[config.mk]
export PLATFORM = sky130hd
export DESIGN_NAME = pifo_traffic_gen
export DESIGN_NICKNAME = d
export VERILOG_FILES = /design/src/rtl/pifo_traffic_gen.sv
export SDC_FILE = /design/constraint.sdc
export NUM_CORES = 1
export LEC_CHECK = 0
export CAP_MARGIN = 20
export CORE_MARGIN = 2
export CORE_UTILIZATION = 40
export DETAILED_ROUTE_END_ITERATION = 16
export PLACE_DENSITY = 0.67
export RECOVER_POWER = 100
export SLEW_MARGIN = 20
export SYNTH_ARGS = -nofsm -noshare
export SYNTH_HDL_FRONTEND = slang
export SYNTH_SLANG_ARGS = --single-unit
export TNS_END_PERCENT = 20
[constraint.sdc]
create_clock -name i_clk -period 7.1 [get_ports i_clk]
set_clock_uncertainty 0.2 [all_clocks]
set_input_delay 1.42 -clock i_clk [delete_from_list [all_inputs] [get_ports i_clk]]
set_output_delay 1.42 -clock i_clk [all_outputs]
set_load 0.005 [all_outputs]
[src/rtl/pifo_traffic_gen.sv]
// Push/pop traffic generator and pop-order checker for the PIFO SRAM top.
// Each lane is filled to capacity, then drained. Popped ranks are checked for
// min-first order, lane isolation and (in deterministic modes) exact values.
module pifo_traffic_gen #(
  parameter int          PTW           = 16,
  parameter int          LEVEL         = 2,
  parameter int          LANES         = 2,
  parameter int          TREE_NUM      = 2,
  parameter int          TREE_NUM_BITS = (TREE_NUM > 1) ? $clog2(TREE_NUM) : 1,
  parameter int          LANE_STRIDE   = 4096,
  parameter int          POP_LAT       = 1,
  parameter logic [15:0] SEED          = 16'hACE1
) (
  input  logic                           i_clk,
  input  logic                           i_arst,
  input  logic                           i_start,
  input  logic [1:0]                     i_mode,
  input  logic [LANES-1:0]               i_fifo_full,
  output logic [LANES-1:0]               o_push,
  output logic [LANES*PTW-1:0]           o_push_data,
  output logic [LANES*TREE_NUM_BITS-1:0] o_tree_id,
  output logic [LANES-1:0]               o_pop,
  input  logic [LANES*PTW-1:0]           i_pop_data,
  output logic                           o_busy,
  output logic                           o_done,
  output logic [LANES-1:0]               o_err
);

  localparam int             CAP        = 2**(LEVEL+1) - 2;
  localparam int             CW         = $clog2(CAP + 1);
  localparam logic [CW-1:0]  CAP_C      = CW'(CAP);
  localparam logic [CW-1:0]  CAP_M1     = CW'(CAP - 1);
  localparam logic [CW-1:0]  CNT_ONE    = CW'(1);
  localparam logic [PTW-1:0] OFS_MASK   = PTW'(LANE_STRIDE - 1);
  localparam logic [2:0]     FLUSH_LAST = 3'(POP_LAT - 1);

  typedef enum logic [2:0] {
    S_IDLE, S_FILL, S_GAP, S_DRAIN, S_FLUSH, S_DONE
  } state_t;

  state_t           state_reg, state_next;
  logic [1:0]       mode_reg;
  logic [15:0]      lfsr_reg;
  logic [2:0]       flush_cnt_reg;
  logic             start_ok;
  logic             exact_chk;
  logic [PTW-1:0]   lfsr_ofs;
  logic [LANES-1:0] fill_last;
  logic [LANES-1:0] drain_last;

  // A start request is honoured only when no run is in progress.
  assign start_ok  = i_start && ((state_reg == S_IDLE) || (state_reg == S_DONE));
  assign o_busy    = (state_reg == S_FILL) || (state_reg == S_GAP) ||
                     (state_reg == S_DRAIN) || (state_reg == S_FLUSH);
  assign o_done    = (state_reg == S_DONE);
  // Random mode only guarantees ordering, so exact-value checks are skipped.
  assign exact_chk = (mode_reg != 2'd2);
  assign lfsr_ofs  = PTW'(lfsr_reg) & OFS_MASK;

  // State register.
  always_ff @(posedge i_clk or posedge i_arst) begin
    if (i_arst) state_reg <= S_IDLE;
    else        state_reg <= state_next;
  end

  // Next-state logic: phases advance once every lane has finished.
  always_comb begin
    state_next = state_reg;
    case (state_reg)
      S_IDLE, S_DONE: if (i_start) state_next = S_FILL;
      S_FILL:         if (&fill_last) state_next = S_GAP;
      S_GAP:          state_next = S_DRAIN;
      S_DRAIN:        if (&drain_last) state_next = S_FLUSH;
      S_FLUSH:        if (flush_cnt_reg == FLUSH_LAST) state_next = S_DONE;
      default:        state_next = S_IDLE;
    endcase
  end

  // Run mode capture, flush timer and rank LFSR (advances every FILL cycle).
  always_ff @(posedge i_clk or posedge i_arst) begin
    if (i_arst) begin
      mode_reg      <= 2'd0;
      flush_cnt_reg <= 3'd0;
      lfsr_reg      <= SEED;
    end else begin
      if (start_ok) mode_reg <= i_mode;
      if (state_reg == S_FLUSH) flush_cnt_reg <= flush_cnt_reg + 3'd1;
      else                      flush_cnt_reg <= 3'd0;
      if (state_reg == S_FILL)
        lfsr_reg <= {1'b0, lfsr_reg[15:1]} ^ (lfsr_reg[0] ? 16'hB400 : 16'h0000);
    end
  end

  for (genvar gi = 0; gi < LANES; gi++) begin : g_lane
    localparam logic [PTW-1:0] BASE = PTW'(LANE_STRIDE * gi);

    logic [CW-1:0]      push_cnt_reg;
    logic [CW-1:0]      pop_cnt_reg;
    logic [CW-1:0]      chk_idx_reg;
    logic [POP_LAT-1:0] vld_reg;
    logic [PTW-1:0]     prev_reg;
    logic               have_prev_reg;
    logic               err_reg;
    logic [PTW-1:0]     push_ofs;
    logic [PTW-1:0]     pop_val;
    logic               out_of_lane;
    logic               bad;

    assign o_tree_id[gi*TREE_NUM_BITS +: TREE_NUM_BITS] = TREE_NUM_BITS'(gi % TREE_NUM);
    assign o_push[gi]     = (state_reg == S_FILL) && (push_cnt_reg < CAP_C) && !i_fifo_full[gi];
    assign o_pop[gi]      = (state_reg == S_DRAIN) && (pop_cnt_reg < CAP_C);
    assign fill_last[gi]  = (push_cnt_reg == CAP_C) || ((push_cnt_reg == CAP_M1) && o_push[gi]);
    assign drain_last[gi] = (pop_cnt_reg == CAP_C) || ((pop_cnt_reg == CAP_M1) && o_pop[gi]);
    assign o_err[gi]      = err_reg;

    // Rank offset within the lane for the current push.
    always_comb begin
      push_ofs = PTW'(push_cnt_reg);
      case (mode_reg)
        2'd1:    push_ofs = PTW'(CAP_M1 - push_cnt_reg);
        2'd2:    push_ofs = lfsr_ofs;
        default: push_ofs = PTW'(push_cnt_reg);
      endcase
    end

    assign o_push_data[gi*PTW +: PTW] = o_push[gi] ? (BASE + push_ofs) : '0;

    // Lane ranges are stride-aligned, so any borrow or high bit means foreign data.
    assign pop_val     = i_pop_data[gi*PTW +: PTW];
    assign out_of_lane = |((pop_val - BASE) & ~OFS_MASK);
    assign bad         = out_of_lane ||
                         (have_prev_reg && (pop_val < prev_reg)) ||
                         (exact_chk && (pop_val != (BASE + PTW'(chk_idx_reg))));

    // Push/pop counters and the delay-matched pop checker.
    always_ff @(posedge i_clk or posedge i_arst) begin
      if (i_arst) begin
        push_cnt_reg  <= '0;
        pop_cnt_reg   <= '0;
        chk_idx_reg   <= '0;
        vld_reg       <= '0;
        prev_reg      <= '0;
        have_prev_reg <= 1'b0;
        err_reg       <= 1'b0;
      end else if (start_ok) begin
        push_cnt_reg  <= '0;
        pop_cnt_reg   <= '0;
        chk_idx_reg   <= '0;
        vld_reg       <= '0;
        have_prev_reg <= 1'b0;
        err_reg       <= 1'b0;
      end else begin
        if (o_push[gi]) push_cnt_reg <= push_cnt_reg + CNT_ONE;
        if (o_pop[gi])  pop_cnt_reg  <= pop_cnt_reg + CNT_ONE;
        vld_reg <= (vld_reg << 1) | POP_LAT'(o_pop[gi]);
        if (vld_reg[POP_LAT-1]) begin
          chk_idx_reg   <= chk_idx_reg + CNT_ONE;
          prev_reg      <= pop_val;
          have_prev_reg <= 1'b1;
          if (bad) err_reg <= 1'b1;
        end
      end
    end
  end

endmodule

==> Yosys cells after proc, flatten, opt, wreduce, memory -nomap -nowiden <==
Index checks and enable logic that the tools add are counted.
{ "classes": {"add_sub_neg": 12, "magnitude_cmp": 6, "eq_ne": 22, "n_mux": 35, "n_bitwise": 2, "n_reduce_logical": 49} }
{ "op_table": {"columns": ["operator", "count"], "rows": [
  ["case mux 16 bit (2 select lines)", 2],
  ["two-way mux 3 bit", 17],
  ["two-way mux 16 bit", 3],
  ["less-than comparator 16 bit", 2],
  ["== test 3 bit (second input constant)", 10],
  ["adder 3 x 1 -> 3 bit (second input constant)", 7],
  ["adder 13 x 16 -> 16 bit (first input constant)", 1],
  ["!= test 16 x 14 -> 1 bit", 1],
  ["!= test 16 x 3 -> 1 bit", 1],
  ["nonzero test 2 bit", 8],
  ["subtractor 16 x 13 -> 16 bit (second input constant)", 1],
  ["bitwise XOR 15 x 16 -> 16 bit", 1],
  ["logical AND 1 bit", 15],
  ["case mux 3 bit (5 select lines)", 1],
  ["adder 13 x 3 -> 14 bit (first input constant)", 1],
  ["logical OR 1 bit", 12],
  ["less-than comparator 3 bit (second input constant)", 4],
  ["two-way mux 1 bit", 12],
  ["AND reduction 2 bit", 6],
  ["!= test 2 bit (second input constant)", 5],
  ["OR reduction 4 bit", 2],
  ["subtractor 3 x 3 -> 4 bit (first input constant)", 2],
  ["== test 3 x 2 -> 1 bit (second input constant)", 2],
  ["logical NOT 3 bit", 2],
  ["7 further kinds", 8]
]} }
{ "totals": {"regBits": 80, "output_inout_bits": 42, "word_cells": 144} }

==> Logic depth before layout (Yosys ltp) <==
Gate-level depths: netlist of run 1.
{ "depth": {"ltp_word": 8, "mapped_depth": 8, "ltp_nobuf": 7} }

==> Worst setup path after synthesis of run 1 <==
No wires, ideal clock.
{ "synth_path": {"kind": "in2out", "startpoint": "in i_fifo_full[0]", "endpoint": "out o_push_data[13]", "t_arrival_ns": 2.383, "setup_slack_ns": 3.097, "path_stages": 7, "path_cell_list": "nor2_1 nand2_1 inv_1 nand2b_1 buf_2 nor2_1 buf_4"} }
{ "synth_between": {"elab_chain_len": 3} }
{ "synth_rtl": {"columns": ["item", "line_no", "source"], "rows": [
  ["from (decl)", "18", "input logic [LANES-1:0] i_fifo_full,"],
  ["logical NOT 1 bit", "110", "assign o_push[gi] = (state_reg == S_FILL) && (push_cnt_reg < CAP_C) && !i_fifo_full[gi];"],
  ["logical AND 1 bit", "110", null],
  ["via o_push[0]", "19", "output logic [LANES-1:0] o_push,"],
  ["two-way mux 16 bit", "126", "assign o_push_data[gi*PTW +: PTW] = o_push[gi] ? (BASE + push_ofs) : '0;"],
  ["to (decl)", "20", "output logic [LANES*PTW-1:0] o_push_data,"]
]} }
The timed path passes the listed nets, and every way through them passes these cells.

==> Worst setup path in the final report of run 1 <==
{ "layout_path": {"startpoint": "in i_fifo_full[1]", "endpoint": "out o_push_data[21]"} }
{ "layout_between": {"elab_chain_len": 3} }
{ "layout_rtl": {"columns": ["item", "line_no"], "rows": [
  ["logical NOT 1 bit", "110"],
  ["logical AND 1 bit", "110"],
  ["two-way mux 16 bit", "126"]
]} }
No other way between the ends.

==> summary.md, run 1 <==
| Metric | Value |
|---|---|
| Adder-cell share of the synthesized area | `12.5%` |
| Area Growth Syn to Fin | `19.1%` |
| Footprint of the multi-input gates | `2440 µm²` |
| Port Buffers | `75` |
| Final WL | `10,100 µm` |
| Clock buffer depth | `2` |
| Max_slew headroom | `24.1%` |
| Syn Inst Count | `476` |
| DR vias/cell | `5.07` |
| Hold Vio Cnt, Final | `0` |
| VDD IR max | `0.177 mV` |
| Tcrit/Tclk final | `72.5%` |
| Synth Area in XOR/XNOR | `3.93%` |
| Initial core utilization | `41.0%` |
| Post-Syn Area | `4900 µm²` |
| Final slew viol count | `0` |
| First-pass GRT wire length | `17,700 µm` |
| M2 GR Usage | `26.7%` |
| Setup bufs post-CTS | `0` |
| Register bit total from synthesis | `80` |
| Filler cells | `1,140` |
| Clock Sinks | `80` |
| Final setup violation count | `0` |
| Clock power share | `17.8%` |
| Antenna cells | `0` |
| Final Wtd Congestion | `0.847` |
| Gr ovfl total | `0` |
| First DRT Iteration DRCs | `145` |
| RSZ-0062 raised after global routing | `no` |
| Post-route ant nets | `0` |
| I/O pin total | `81` |
| Worst slew pin tran | `1140 ps` |
| Crit Path Category | `in2out` |
| Top-area cell type share of the netlist area | `36.8%` |
| Nets | `628` |
| Cell taking the most area after synthesis | `dfrtp_1` |
| Layout Utilization | `48.8%` |
| Setup TNS | `0 ps` |
| Die Wd | `115 µm` |
| Largest cells by area after synthesis | `dfrtp_1 37%, ha_1 13%, mux2_2 6.2%` |
| Hold Crit Class | `reg2reg` |
| M3 GR Usage | `4.18%` |
| Worst path arrival time | `3530 ps` |
| GRT Util Overall | `16.9%` |
| Largest family of logic cells by synthesized area | `multiplexers` |
| CTS root buffer | `clkbuf_16` |
| Clock latency at the later pin of the worst-skew pair | `340 ps` |
| Initial antenna violation count | `0` |
| Critical Path Sink Type | `primary output` |
| Met1 GRT Util | `22.2%` |
| DR vias | `3,507` |
| Vert. Die Dim | `115 µm` |
| Seq. cell area | `2010 µm²` |
| Max FFs per register | `32` |
| Max Freq | `194 MHz` |
| Post-Syn Area per Cell | `10.3 µm²` |
| Distinct cells, synth | `48` |
| Startpoint types | `primary input` |
| Synth Flop Type | `dfrtp_1` |
| Post-synthesis sequential area ratio | `41.1%` |
| Post-DP HPWL | `7160 µm` |
| Largest net degree at the start of global routing | `81` |
| Die area | `13,100 µm²` |
| Commonest cells in the netlist | `72 x dfrtp_1, 49 x ha_1, 48 x inv_1` |
| Yosys warns | `0` |
| Hold buffers post-CTS | `0` |
| DRC viols | `0` |
| Max-cap check violation count | `0` |
| EDFF count, synth | `0` |
| Internal | `1.47 mW` |
| GRT Max-Usage Layer | `met2` |
| P_leak | `2.70 nW` |
| CTS H-Tree Depth | `3` |
| CTS tree | `yes` |
| Combinational power share | `45.3%` |
| Worst EP required | `5480 ps` |
| Core ar. | `12,000 µm²` |
| Status | `finished, final reports clean` |
| Pre-antenna DRT Iters | `4` |
| Multiplexer share of the synthesized area | `12.7%` |
| Switching part of the total | `37.2%` |
| Total CTS buffers | `9` |
| Simple-gate share of the synthesized area | `12.3%` |
| Clock transition at path regs | `50 ps` |
| Fin crit period | `5150 ps` |
| Net Sw Power | `0.868 mW` |
| Avg WL per Cell | `14.5 µm` |
| Reg power frac | `36.9%` |
| Power density cells | `400 nW/µm²` |
| Count leader, synth | `dfrtp_1` |
| FP Rows | `40` |
| Number of global-route vias before repair | `3,705` |
| CTS resizes | `0` |
| Layout cell share with drive strength beyond 1 | `9.72%` |
| Worst-path maximum fanout | `9` |
| Synth async-reset ratio | `100%` |
| Compound-gate portion of the synthesized area | `9.66%` |
[worst max-delay path, stage by stage]
cell,delay (ps)
dlygate4sd3_1,530
nor2_1,140
nand2_1,150
inv_1,230
nand2b_1,250
a21oi_1,210
dlygate4sd3_1,590
[metrics by stage]
step | setup slack (ps) | hold WS, ps | area (µm²) | std cells | total power, mW
2_1_floorplan | 3100 | 229 | 4910 | 479 | 1.72
3_3_place_gp | 2150 | 243 | 5670 | 676 | 1.98
3_5_place_dp | 2090 | 265 | 5670 | 676 | 2.03
4_1_cts | 2080 | 276 | 5920 | 692 | 2.46
5_1_grt | 1750 | 306 | 5840 | 692 | 2.56
6_report | 1950 | 273 | 5840 | 692 | 2.33
[cells in the final DEF, fill, tap and decap left out, types with 17 or more instances in the layout]
cell	instances
clkdlybuf4s50_1	34
dlygate4sd3_1	41
dfrtp_1	72
a21oi_1	47
mux2_1	17
nor2_1	39
nand2_1	33
ha_1	49
inv_1	47
mux2_2	27
[path summary, 6_finish.rpt]
| kind | from | to | slack [ps] | cells past startpoint |
|---|---|---|---|---|
| max in group asynchronous | i_arst | lfsr_reg[14]$_DFFE_PP0N_ | 4660 | 3 |
| min reg2reg | flush_cnt_reg[0]$_DFF_PP0_ | flush_cnt_reg[0]$_DFF_PP0_ | 270 | 1 |
| min in group asynchronous | i_arst | g_lane[1].prev_reg[14]$_DFFE_PP0P_ | 1540 | 3 |
| min | flush_cnt_reg[0]$_DFF_PP0_ | flush_cnt_reg[0]$_DFF_PP0_ | 270 | 1 |
| max | i_fifo_full[1] | o_push_data[21] | 1950 | 7 |
| max reg2reg | state_reg[2]$_DFFE_PP0P_ | g_lane[1].pop_cnt_reg[0]$_DFFE_PP0P_ | 4500 | 5 |
[kinds of logic after synthesis]
kind of cell / Yosys count
and+or+nand+nor: 120
DFF: 80
AOI/OAI and AO/OA: 79
buffers and inverters: 75
adders and majority gates: 49
muxes: 49
xor gates and xnor gates: 22
other: 2
[power groups by stage]
| stage | clock (mW) | combinational [mW] | sequential (mW) |
|---|---|---|---|
| after floorplan | 0 | 0.919 | 0.802 |
| after global placement | 0 | 1.11 | 0.865 |
| after detailed placement | 0 | 1.15 | 0.876 |
| after CTS | 0.426 | 1.16 | 0.870 |
| after global routing | 0.448 | 1.21 | 0.900 |
| final | 0.414 | 1.06 | 0.862 |
[cell type report]
type	instances	share of cell area [%]
repair buffers	77	13.1
multi-input cells	324	41.8
well taps	147	3.15
clock buffers	15	4.25
inverters	48	3.09
flip-flops and latches	80	34.5
clock inverters	1	0.0858
[metal layers]
layer	up-vias	wire length, µm	part of all wire (%)
met5	-	0	0
met4	0	170	1.7
met3	14	407	4.0
met2	68	4740	47
met1	1681	4740	47
li1	1744	-	-
Power figures use the tool's default switching activity.
==> run 2, diff against run 1 <==
==> constraint.sdc (replaced) <==
create_clock -name i_clk -period 5.33 [get_ports i_clk]
set_clock_uncertainty 0.2 [all_clocks]
set_input_delay 1.066 -clock i_clk [delete_from_list [all_inputs] [get_ports i_clk]]
set_output_delay 1.066 -clock i_clk [all_outputs]
set_load 0.005 [all_outputs]
==> run 2 against run 1 <==
Net effect:
- global-route usage shrank 0.64 points
- combinational power grew 33%
- register-to-register slack lost 1700 ps
- count of clock-buffer cells in the layout shrank 5
- sequential share of layout area shrank 0.24 points
- sequential cell count is the same
- critical path depth is the same
- cell area grew 0.71%
- worst setup slack lost 980 ps
- via count grew 1.0%
- non-clock buffer count grew 2
==> summary.md, run 2 (synthesis results as in run 1) <==
| Metric | Value |
|---|---|
| Status | `finished, final reports clean` |
| Layout Utilization | `49.1% (+0.35 points)` |
| Hold Crit Class | `reg2reg` |
| Layout cell share with drive strength beyond 1 | `10.8% (+1.1 points)` |
| Avg WL per Cell | `14.4 µm (-1.2%)` |
| Post-route ant nets | `0 (unchanged)` |
| DRC viols | `0 (unchanged)` |
| Final Wtd Congestion | `0.881 (+4.1%)` |
| Hold buffers post-CTS | `0 (unchanged)` |
| Setup bufs post-CTS | `0 (unchanged)` |
| Cell depth of the worst hold path | `1 (unchanged)` |
| Worst path arrival time | `3090 ps (-440 ps)` |
| Sequence of cells on the critical path | `dlygate4sd3_1 > nor2_1 > nand2_1 > inv_1 > nand2b_1 > a21oi_1 > dlygate4sd3_1` |
| Total CTS buffers | `9 (unchanged)` |
| DR vias | `3,543 (+1.0%)` |
| Clock Sinks | `80 (unchanged)` |
| Core ar. | `12,000 µm² (unchanged)` |
| Worst Reg-to-Reg Cells | `4 (-1)` |
| DP Worst Slack | `1060 ps (-1030 ps)` |
| WHS Endpoint | `flush_cnt_reg[0]$_DFF_PP0_` |
| Most frequent cells in the layout | `72 x dfrtp_1, 49 x ha_1, 48 x inv_1, 47 x a21oi_1, 42 x dlygate4sd3_1` |
| CTS tree | `yes` |
| Pre-antenna DRT Iters | `4 (unchanged)` |
| Crit path max-delay family | `buffers and inverters` |
| CTS H-Tree Depth | `3 (unchanged)` |
| RSZ-0062 raised after global routing | `no` |
| Final setup violation count | `0 (unchanged)` |
| CTS resizes | `0 (unchanged)` |
| Max Freq | `230 MHz` |
| Hold Vio Cnt, Final | `0 (unchanged)` |
| Fin crit period | `4360 ps` |
| Max_slew headroom | `14.6% (-9.5 points)` |
| Post-DP HPWL | `7210 µm (+0.64%)` |
| Initial antenna violation count | `0 (unchanged)` |
| Startpoint types | `primary input` |
| First-pass GRT wire length | `17,000 µm (-3.7%)` |
| Reg-to-Reg Start | `state_reg[2]$_DFFE_PP0P_` |
| Area Growth Syn to Fin | `20.0%` |
| Critical Path Sink Type | `primary output` |
| Port Buffers | `75 (unchanged)` |
| FF-to-FF setup slack | `2840 ps (-1660 ps)` |
| DR vias/cell | `5.11 (+0.74%)` |
| Final slew viol count | `0 (unchanged)` |
| P_leak | `2.72 nW (+0.89%)` |
| VDD IR max | `0.228 mV (+28%)` |
| Gr ovfl total | `0 (unchanged)` |
| Clock latency at the later pin of the worst-skew pair | `340 ps (about the same)` |
| Critical Path Max Stage Delay | `590 ps (about the same)` |
| Die Wd | `115 µm (unchanged)` |
| Max FFs per register | `32 (unchanged)` |
| RR Endpoint | `g_lane[0].prev_reg[10]$_DFFE_PP0P_` |
| Hold wc startpoint | `flush_cnt_reg[0]$_DFF_PP0_` |
| Largest net degree at the start of global routing | `54 (-33%)` |
| Power density cells | `539 nW/µm² (+35%)` |
| Clock transition at path regs | `60 ps (about the same)` |
| Setup TNS | `0 ps (unchanged)` |
| CP Depth | `7 (unchanged)` |
| Buf/Inv on CP | `3 (unchanged)` |
| Critical Path Slowest Stage Cell | `dlygate4sd3_1` |
| CTS root buffer | `clkbuf_16` |
| Max-cap check violation count | `0 (unchanged)` |
| Most Frequent Cell on Critical Path | `dlygate4sd3_1` |
| PnR Total Power | `3.17 mW (+36%)` |
| Nets | `630 (+0.32%)` |
| Worst-path maximum fanout | `9 (unchanged)` |
| Initial core utilization | `41.0% (unchanged)` |
| Die area | `13,100 µm² (unchanged)` |
| Final worst slack | `974 ps (-977 ps)` |
| First DRT Iteration DRCs | `112 (-23%)` |
| Filler cells | `1,111 (-2.5%)` |
| Final WL | `9970 µm (-0.87%)` |
| I/O pin total | `81 (unchanged)` |
| GRT Util Overall | `16.2% (-0.64 points)` |
| Commonest non-fill, non-tap cell in the layout | `dfrtp_1` |
| Worst slew pin tran | `1280 ps (+142 ps)` |
| Clock buffer depth | `2 (unchanged)` |
| FP Rows | `40 (unchanged)` |
| Tcrit/Tclk final | `81.7%` |
| Antenna cells | `0 (unchanged)` |
| Crit Path Category | `in2out` |
| Number of global-route vias before repair | `3,603 (-2.8%)` |
| Vert. Die Dim | `115 µm (unchanged)` |
| Worst EP required | `4060 ps (-1420 ps)` |
[run 2: cell count changes in the layout (fill, tap and decap cells not counted)]
cell	before	now
buf_4	0	1
buf_6	1	0
bufinv_16	0	1
clkbuf_1	7	3
clkbuf_2	0	1
clkdlybuf4s50_1	34	33
clkinv_1	1	0
clkinv_2	1	3
clkinvlp_4	0	2
dlygate4sd3_1	41	42
inv_1	47	48
[run 2: worst max-delay path by stage]
stage,slack [ps],to,from
after CTS,1040,o_push_data[15],i_fifo_full[0]
after floorplan,2030,flush_cnt_reg[0]$_DFF_PP0_,i_arst
after global placement,1130,o_push_data[13],i_fifo_full[0]
after detailed placement,1060,o_push_data[15],i_fifo_full[0]
final,970,o_push_data[21],i_fifo_full[1]
after global routing,710,o_push_data[21],i_fifo_full[1]
[run 2: where the power goes]
part	switching [mW]	internal, mW	total [mW]
registers	0.233	0.919	1.15
logic	0.689	0.721	1.41
clock network	0.245	0.360	0.605
total	1.17	2.00	3.17
[run 2: metrics by stage]
stage / area [µm²] / std cells / hold WS, ps
2_1_floorplan: 4910 / 479 / 229
3_3_place_gp: 5680 / 678 / 243
3_5_place_dp: 5680 / 678 / 252
4_1_cts: 5970 / 694 / 260
5_1_grt: 5880 / 694 / 296
6_report: 5880 / 694 / 258
[run 2: layout make-up]
class | count | area (µm²) | share of cell area [%]
Inverter | 48 | 180 | 3.07
Clock inverter | 6 | 60.1 | 1.02
Timing Repair Buffer | 79 | 771 | 13.1
Tap cell | 147 | 184 | 3.13
Clock buffer | 10 | 229 | 3.90
Sequential cell | 80 | 2010 | 34.2
Multi-Input combinational cell | 324 | 2440 | 41.5
[run 2: metal layers]
metal  wire [µm]  GRT usage, %  up-vias
met5           0             0        -
met4         126          5.85        0
met3         445          3.44       12
met2        4740          27.3       72
met1        4670          20.5     1713
li1            -             -     1746
==> run 3, diff against run 2 <==
==> constraint.sdc (replaced) <==
create_clock -name i_clk -period 4.22 [get_ports i_clk]
set_clock_uncertainty 0.2 [all_clocks]
set_input_delay 0.844 -clock i_clk [delete_from_list [all_inputs] [get_ports i_clk]]
set_output_delay 0.844 -clock i_clk [all_outputs]
set_load 0.005 [all_outputs]
==> run 3 against run 2 <==
Net effect:
- utilization decreased by 0.15 points
- sequential cell count unchanged
- routed wire length is 1.4% higher
- largest cell class unchanged
- critical endpoint is now o_push_data[27]
- count of clock-buffer cells in the layout up 1
- via count is 0.40% lower
- hold slack better by 12 ps
- critical path depth did not move
- largest power group unchanged
- power grew 25%
- cell area decreased by 0.30%
- register-to-register slack got worse by 1100 ps
==> summary.md, run 3 (synthesis results as in run 1) <==
| Metric | Value |
|---|---|
| Clock buffer depth | `2 (unchanged)` |
| Filler cells | `1,116 (+0.45%)` |
| First-pass GRT wire length | `17,100 µm (+0.45%)` |
| CTS root buffer | `clkbuf_16` |
| FF-to-FF setup slack | `1720 ps (-1120 ps)` |
| Startpoint types | `primary input` |
| Final setup violation count | `0 (unchanged)` |
| Reg-to-Reg Start | `state_reg[2]$_DFFE_PP0P_` |
| RSZ-0062 raised after global routing | `no` |
| Max-cap check violation count | `0 (unchanged)` |
| P_leak | `2.70 nW (-0.64%)` |
| Final worst slack | `317 ps (-657 ps)` |
| Post-route ant nets | `0 (unchanged)` |
| Clock transition at path regs | `60 ps (about the same)` |
| First DRT Iteration DRCs | `101 (-9.8%)` |
| Total CTS buffers | `9 (unchanged)` |
| Setup bufs post-CTS | `0 (unchanged)` |
| Pre-antenna DRT Iters | `4 (unchanged)` |
| Worst path arrival time | `2860 ps (-230 ps)` |
| FP Rows | `40 (unchanged)` |
| CTS H-Tree Depth | `3 (unchanged)` |
| Final slew viol count | `0 (unchanged)` |
| CTS tree | `yes` |
| Largest net degree at the start of global routing | `43 (-20%)` |
| I/O pin total | `81 (unchanged)` |
| CP Depth | `7 (unchanged)` |
| Cell depth of the worst hold path | `1 (unchanged)` |
| Crit path max-delay family | `buffers and inverters` |
| Commonest non-fill, non-tap cell in the layout | `dfrtp_1` |
| Initial antenna violation count | `0 (unchanged)` |
| RR Endpoint | `g_lane[1].prev_reg[12]$_DFFE_PP0P_` |
| Sequence of cells on the critical path | `dlygate4sd3_1 > nor2_1 > nand2_1 > inv_1 > nand2b_1 > a21oi_1 > dlygate4sd3_1` |
| Max FFs per register | `32 (unchanged)` |
| Clock latency at the later pin of the worst-skew pair | `340 ps (about the same)` |
| Number of global-route vias before repair | `3,673 (+1.9%)` |
| Avg WL per Cell | `14.6 µm (+1.4%)` |
| Worst EP required | `3180 ps (-880 ps)` |
| Antenna cells | `0 (unchanged)` |
| Inst Count DP | `678 (unchanged)` |
| Hold buffers post-CTS | `0 (unchanged)` |
| Buf/Inv on CP | `3 (unchanged)` |
| CTS resizes | `0 (unchanged)` |
| Power density cells | `676 nW/µm² (+25%)` |
| Max_slew headroom | `3.66% (-11 points)` |
| DP Worst Slack | `399 ps (-656 ps)` |
| Hold WS | `269 ps (+11.7 ps)` |
| Most frequent cells in the layout | `72 x dfrtp_1, 49 x ha_1, 48 x inv_1, 47 x a21oi_1, 41 x dlygate4sd3_1` |
| Port Buffers | `75 (unchanged)` |
| VDD IR max | `0.325 mV (+43%)` |
| GRT Util Overall | `16.5% (+0.25 points)` |
| Crit Path Category | `in2out` |
| Seq. cell area | `2010 µm² (unchanged)` |
| Final std cells w/o fill | `694 (unchanged)` |
| Footprint of the multi-input gates | `2440 µm² (unchanged)` |
| Nets | `630 (unchanged)` |
| DR vias/cell | `5.09 (-0.40%)` |
| Worst-path maximum fanout | `9 (unchanged)` |
| Final WL | `10,100 µm (+1.4%)` |
| Hold Vio Cnt, Final | `0 (unchanged)` |
| Status | `finished, final reports clean` |
| Final Wtd Congestion | `0.846 (-4.0%)` |
| Worst setup path endpoint | `o_push_data[27]` |
| Die area | `13,100 µm² (unchanged)` |
| Worst slew pin tran | `1440 ps (+163 ps)` |
| Critical Path Max Stage Delay | `590 ps (about the same)` |
| Most Frequent Cell on Critical Path | `dlygate4sd3_1` |
| Tcrit/Tclk final | `92.5%` |
| Worst Reg-to-Reg Cells | `4 (unchanged)` |
| Post-DP HPWL | `7300 µm (+1.3%)` |
| Critical Path Slowest Stage Cell | `dlygate4sd3_1` |
| DR vias | `3,529 (-0.40%)` |
| CP startpoint | `i_fifo_full[1]` |
| Gr ovfl total | `0 (unchanged)` |
| Clock Sinks | `80 (unchanged)` |
| Setup TNS | `0 ps (unchanged)` |
| Fin crit period | `3900 ps` |
| Hold Crit Class | `reg2reg` |
| Vert. Die Dim | `115 µm (unchanged)` |
| Max Freq | `256 MHz` |
| Area Growth Syn to Fin | `19.6%` |
| Layout cell share with drive strength beyond 1 | `10.6% (-0.18 points)` |
| Critical Path Sink Type | `primary output` |
| Die Wd | `115 µm (unchanged)` |
| Core ar. | `12,000 µm² (unchanged)` |
| DRC viols | `0 (unchanged)` |
| Initial core utilization | `41.0% (unchanged)` |
[run 3: metrics by stage]
| stage | power (mW) | util, % | instance area (µm²) |
|---|---|---|---|
| global placement | 3.34 | 47.6 | 5700 |
| CTS | 4.18 | 49.9 | 5970 |
| global route | 4.33 | 49.0 | 5860 |
| floorplan | 2.90 | - | 4910 |
| finish | 3.96 | 49.0 | 5860 |
| detailed placement | 3.43 | 47.6 | 5700 |
[run 3: worst min-delay path by stage]
stage / start / end / slack, ps
2_1_floorplan: flush_cnt_reg[0]$_DFF_PP0_ / flush_cnt_reg[0]$_DFF_PP0_ / 230
3_3_place_gp: flush_cnt_reg[0]$_DFF_PP0_ / flush_cnt_reg[0]$_DFF_PP0_ / 240
3_5_place_dp: flush_cnt_reg[0]$_DFF_PP0_ / flush_cnt_reg[0]$_DFF_PP0_ / 260
4_1_cts: flush_cnt_reg[0]$_DFF_PP0_ / flush_cnt_reg[0]$_DFF_PP0_ / 270
5_1_grt: flush_cnt_reg[0]$_DFF_PP0_ / flush_cnt_reg[0]$_DFF_PP0_ / 290
6_report: flush_cnt_reg[0]$_DFF_PP0_ / flush_cnt_reg[0]$_DFF_PP0_ / 270
[run 3: area by class of cell]
class	instances	area share, %
sequential	80	34.3
multi-input combinational	324	41.7
timing repair buffer	79	13.1
clock buffer	11	4.14
inverter	48	3.07
clock inverter	5	0.555
tap	147	3.14
[run 3: report_power, final]
| group | internal [mW] | leakage (nW) | switching [mW] |
|---|---|---|---|
| clock | 0.412 | 0.128 | 0.310 |
| sequential | 1.16 | 0.978 | 0.293 |
| combinational | 0.910 | 1.60 | 0.877 |
[run 3: metal layers]
metal  GRT usage, %  vias to the layer above  part of all wire (%)
li1               -                     1755                     -
met3           4.18                       11                   4.0
met5              0                        -                     0
met2           28.1                       66                    48
met1           20.3                     1697                    47
met4           5.53                        0                   1.3
[run 3: worst reg2reg max path: cells and delay by family (launching register included)]
| family | cells | cell delay (ps) |
|---|---|---|
| simple gates | 2 | 1050 |
| flops | 1 | 510 |
| mux | 1 | 410 |
| xor+xnor | 1 | 210 |
==> RTL edit 1, RTL diff (flow settings as in run 2) <==
Add an input register stage for `i_mode`, with the module's reset; this delays it by one clock. The other inputs are not delayed to match.
--- a/src/rtl/pifo_traffic_gen.sv
+++ b/src/rtl/pifo_traffic_gen.sv
@@ -37,6 +37,16 @@
   typedef enum logic [2:0] {
     S_IDLE, S_FILL, S_GAP, S_DRAIN, S_FLUSH, S_DONE
   } state_t;
+
+  logic [1:0] i_mode_q;
+
+  always_ff @(posedge i_clk or posedge i_arst) begin
+    if (i_arst) begin
+      i_mode_q <= '0;
+    end else begin
+      i_mode_q <= i_mode;
+    end
+  end
 
   state_t           state_reg, state_next;
   logic [1:0]       mode_reg;
@@ -83,7 +93,7 @@
       flush_cnt_reg <= 3'd0;
       lfsr_reg      <= SEED;
     end else begin
-      if (start_ok) mode_reg <= i_mode;
+      if (start_ok) mode_reg <= i_mode_q;
       if (state_reg == S_FLUSH) flush_cnt_reg <= flush_cnt_reg + 3'd1;
       else                      flush_cnt_reg <= 3'd0;
       if (state_reg == S_FILL)
Formal check against the unedited RTL: not equivalent (a bounded check fails within 4 cycles, from zero or initial values and one cycle with i_arst high).
==> RTL edit 1 against run 2 <==
The run now ends with capacitance limit, slew limit left. Worst hold slack worse by 0.0055 ns. Area after synthesis is 1.1% lower. Design area increased by 0.98%. Sequential cell count increased by 2. Wire length is 2.6% lower. Global-route usage shrank 0.60 points. Total power grew 0.73%. Final cell count fell by 0.14%. Clock power up 7.6%. Register-to-register slack lost 1.5 ns. Sequential share of layout area grew 0.51 points. Worst setup slack worse by 0.23 ns. First-iteration DRC count shrank 7.1%. Critical path type is now input port to flip-flop. Critical endpoint is now g_lane[0].prev_reg[9]$_DFFE_PP0P_.
==> RTL edit 1: results (changes against run 2) <==
| Metric | Value |
|---|---|
| Status | complete, but fails checks |
| Placement Setup Slack | 1.09 ns (+0.0319 ns) |
| WHS | 0.252 ns (-0.00548 ns) |
| Total GRT Usage | 15.6% (-0.60 points) |
| Setup crit end | g_lane[0].prev_reg[9]$_DFFE_PP0P_ |
| Worst hold endpoint | mode_reg[1]$_DFFE_PP0P_ |
| Area delta synth->final | 22.5% |
| Register area share after synthesis | 42.6% (+1.5 points) |
| Placed Area | 5640 um2 (-0.81%) |
| Non-clk invs | 47 (-2.1%) |
| Final min period | 4.59 ns (+0.233 ns) |
| Pleak | 2.75 nW (+0.90%) |
| Max Cap Viol | 2 (+2) |
| HPWL Detailed | 7100 um (-1.4%) |
| Worst EP arrival | 4.61 ns (+1.52 ns) |
| Slew margin rel. | -56.7% (-71 points) |
| Initial drt markers | 104 (-7.1%) |
| Synthesized-area fraction occupied by adder cells | 12.7% (+0.14 points) |
| Post-synthesis mux area share | 11.3% (-1.4 points) |
| Violated checks | capacitance limit, slew limit |
| Pin count of the biggest net entering global routing | 55 (+1.9%) |
| Clk pwr share | 20.4% (+1.3 points) |
| Multi-input combinational area share | 40.9% (-0.68 points) |
| Synth Area in Compound Gates | 9.63% (-0.022 points) |
| Layout cells sized above 1 | 10.1% (-0.71 points) |
| First-pass GRT wire length | 16,600 um (-2.6%) |
| Total wire length | 9720 um (-2.6%) |
| Slew Viols, Final | 73 (+73) |
| Layout clock buffer count | 13 (+3) |
| GP Congestion | 0.786 (-11%) |
| Seq cells | 82 (+2.5%) |
| Worst vdd ir | 281 uV (+23%) |
| Flop pwr share | 36.3% (about the same) |
| NonClk Buf Share | 13.0% (-0.15 points) |
-- RTL edit 1: changes by cell type after synthesis, moves of 3 or more --
| cell | delta |
|---|---|
| mux2_1 | +20 |
| o31ai_1 | -3 |
| mux2_4 | -20 |
| clkbuf_1 | +3 |
| a41o_1 | +4 |
| nor2_1 | +3 |
| nor2b_1 | +3 |
| nand2_1 | -5 |
| buf_2 | -4 |
-- RTL edit 1: layer usage --
layer / track usage [%] / up-vias / part of all wire, % / wire length [um]
met3: 3.76 / 14 / 4.6 / 445
li1: - / 1745 / - / -
met4: 3.74 / 2 / 0.84 / 82
met2: 26.9 / 78 / 48 / 4690
met1: 19.9 / 1732 / 46 / 4480
met5: 0 / - / 0.13 / 13
-- RTL edit 1: worst max-delay path: cells and delay by family --
kind	cells	cell delay, ns
simple gates	2	2.51
mux	1	0.41
buf+inv	1	0.60
==> RTL edit 2, RTL diff (config.mk and constraints of run 2) <==
Without the edit above. Change the parameter `TREE_NUM` from 2 to 4.
--- a/src/rtl/pifo_traffic_gen.sv
+++ b/src/rtl/pifo_traffic_gen.sv
@@ -5,7 +5,7 @@
   parameter int          PTW           = 16,
   parameter int          LEVEL         = 2,
   parameter int          LANES         = 2,
-  parameter int          TREE_NUM      = 2,
+  parameter int          TREE_NUM      = 4,
   parameter int          TREE_NUM_BITS = (TREE_NUM > 1) ? $clog2(TREE_NUM) : 1,
   parameter int          LANE_STRIDE   = 4096,
   parameter int          POP_LAT       = 1,
Interface: changed (resized o_tree_id); port bits go from 81 to 83. The function was not compared with the original's and may differ.
==> RTL edit 2 against run 2 <==
The run now ends with capacitance limit, slew limit left. Sequential cell count is the same. Total power up 1.7%. Synthesized cell count up 0.42%. Critical path type unchanged. Register-to-register slack is essentially flat. Worst setup slack worse by 0.10 ns. Design area up 0.87%. Global-route usage is 0.24 points lower. Area after synthesis up 0.31%. Wire length decreased by 2.1%.
==> RTL edit 2: results (changes against run 2) <==
| Metric | Value |
|---|---|
| Status | complete, but fails checks |
| Violated checks | capacitance limit, slew limit |
| 1st-pass router iterations | 4 (unchanged) |
| Initial antenna violation count | 0 (unchanged) |
| Slew margin rel. | -17.1% (-32 points) |
| Post-CTS Setup Inserts | 0 (unchanged) |
| Synthesized area per cell | 10.3 um2 (-0.11%) |
| CTS Buf Count | 9 (unchanged) |
| Synth Area in Compound Gates | 9.63% (-0.030 points) |
| Post-synthesis mux area share | 12.7% (-0.039 points) |
| Bufs on Longest Clock Path | 2 (unchanged) |
| Layout cells sized above 1 | 11.1% (+0.33 points) |
| Initial drt markers | 164 (+46%) |
| Clock-pin slew on the worst setup and hold paths | about 0.050 ns |
| R2R setup slack | 2.83 ns (about the same) |
| Yosys cell types | 48 (unchanged) |
| GRT met3 Usage | 3.53% (+0.091 points) |
| Post-cts sizing count | 0 (unchanged) |
| Placed Instances | 680 (+0.29%) |
| R2R Path Start | state_reg[2]$_DFFE_PP0P_ |
| Slew Viols, Final | 40 (+40) |
| Fillcell total | 1,131 (+1.8%) |
| Largest stage delay, worst path | 0.62 ns (+0.03 ns) |
| Remaining DRCs | 0 (unchanged) |
| Synth top area cells | dfrtp_1, ha_1, mux2_2, mux2_4, a21oi_1 |
| M2 GR Usage | 26.2% (-1.1 points) |
| Worst reg2reg path endpoint | g_lane[1].prev_reg[12]$_DFFE_PP0P_ |
| Via Count | 3,490 (-1.5%) |
| Vias in the first global route | 3,537 (-1.8%) |
| Worst hold endpoint | flush_cnt_reg[0]$_DFF_PP0_ |
| Routed wl met3 | 445 um (unchanged) |
| Vias per cell | 5.01 (-1.8%) |
| Worst vdd ir | 225 uV (-1.4%) |
| Metal-1 WL | 4570 um (-2.1%) |
| Critical path's top delay family | buffers and inverters |
| Hold Crit Class | flip-flop to flip-flop |
| Worst EP arrival | 3.19 ns (+0.10 ns) |
| Critical path peak fanout | 10 (+1) |
| Total wire length | 9760 um (-2.1%) |
| Synthesized-area fraction occupied by adder cells | 12.5% (-0.038 points) |
| Pleak | 2.75 nW (+1.0%) |
| Asr flop ratio synth | 100% (unchanged) |
| Synth cell count leaders | dfrtp_1, ha_1, inv_1 |
| Pin count of the biggest net entering global routing | 43 (-20%) |
| NumNets Final | 632 (+0.32%) |
| Crit-path slowest cell | dlygate4sd3_1 |
| First-pass GRT wire length | 16,900 um (-0.85%) |
| HPWL Detailed | 7170 um (-0.54%) |
| CTS H-tree depth | 3 (unchanged) |
| Xor and xnor fraction of the mapped netlist area | 3.92% (-0.012 points) |
| Met2 wire length | 4640 um (-2.1%) |
| Register area share after synthesis | 40.9% (-0.13 points) |
| Grt met1 use | 20.9% (+0.34 points) |
| Max Cap Viol | 1 (+1) |
| Hold Crit Depth | 1 (unchanged) |
| GP Congestion | 0.790 (-10%) |
| Total GRT Usage | 16.0% (-0.24 points) |
| Max FFs per register | 32 (unchanged) |
-- RTL edit 2: logic make-up after synthesis --
kind of cell / after synthesis
XOR/XNOR: 22
AND/OR/NAND/NOR: 120
flip-flops: 80
adder cells (fa/ha/maj): 49
multiplexers: 49
buffers and inverters: 77
AO/OA/AOI/OAI: 79
other: 2
-- RTL edit 2: how the worst max path moves through the flow --
stage                    from                         end  slack [ns]  cells after the start
2_1_floorplan          i_arst  flush_cnt_reg[0]$_DFF_PP0_        2.03                      1
3_3_place_gp   i_fifo_full[0]             o_push_data[14]        1.18                      7
3_5_place_dp   i_fifo_full[0]             o_push_data[14]        1.04                      7
4_1_cts        i_fifo_full[0]             o_push_data[14]        1.02                      7
5_1_grt        i_fifo_full[0]             o_push_data[14]        0.67                      7
6_report       i_fifo_full[0]             o_push_data[14]        0.87                      7
-- RTL edit 2: power breakdown --
part,internal [mW],switching [mW],total (mW)
combinational,0.721,0.678,1.40
sequential,0.919,0.232,1.15
clock,0.435,0.236,0.671
-- RTL edit 2: metrics by stage --
step                      worst slack (ns)  power (mW)  hold WS [ns]  area (um2)
final                                0.871        3.22         0.261        5930
after global routing                 0.675        3.51         0.299        5930
after CTS                             1.02        3.40         0.264        6020
after detailed placement              1.04        2.70         0.257        5690
after global placement                1.18        2.65         0.250        5690
after floorplan                       2.03        2.30         0.229        4930
-- RTL edit 2: final cells by class --
type / instances / area, um2 / share of cell area, %
flip-flops and latches: 80 / 2010 / 33.9
repair buffers: 79 / 771 / 13.0
inverters: 48 / 181 / 3.06
clock buffers: 11 / 253 / 4.26
multi-input cells: 326 / 2450 / 41.3
clock inverters: 5 / 78.8 / 1.33
well taps: 147 / 184 / 3.10
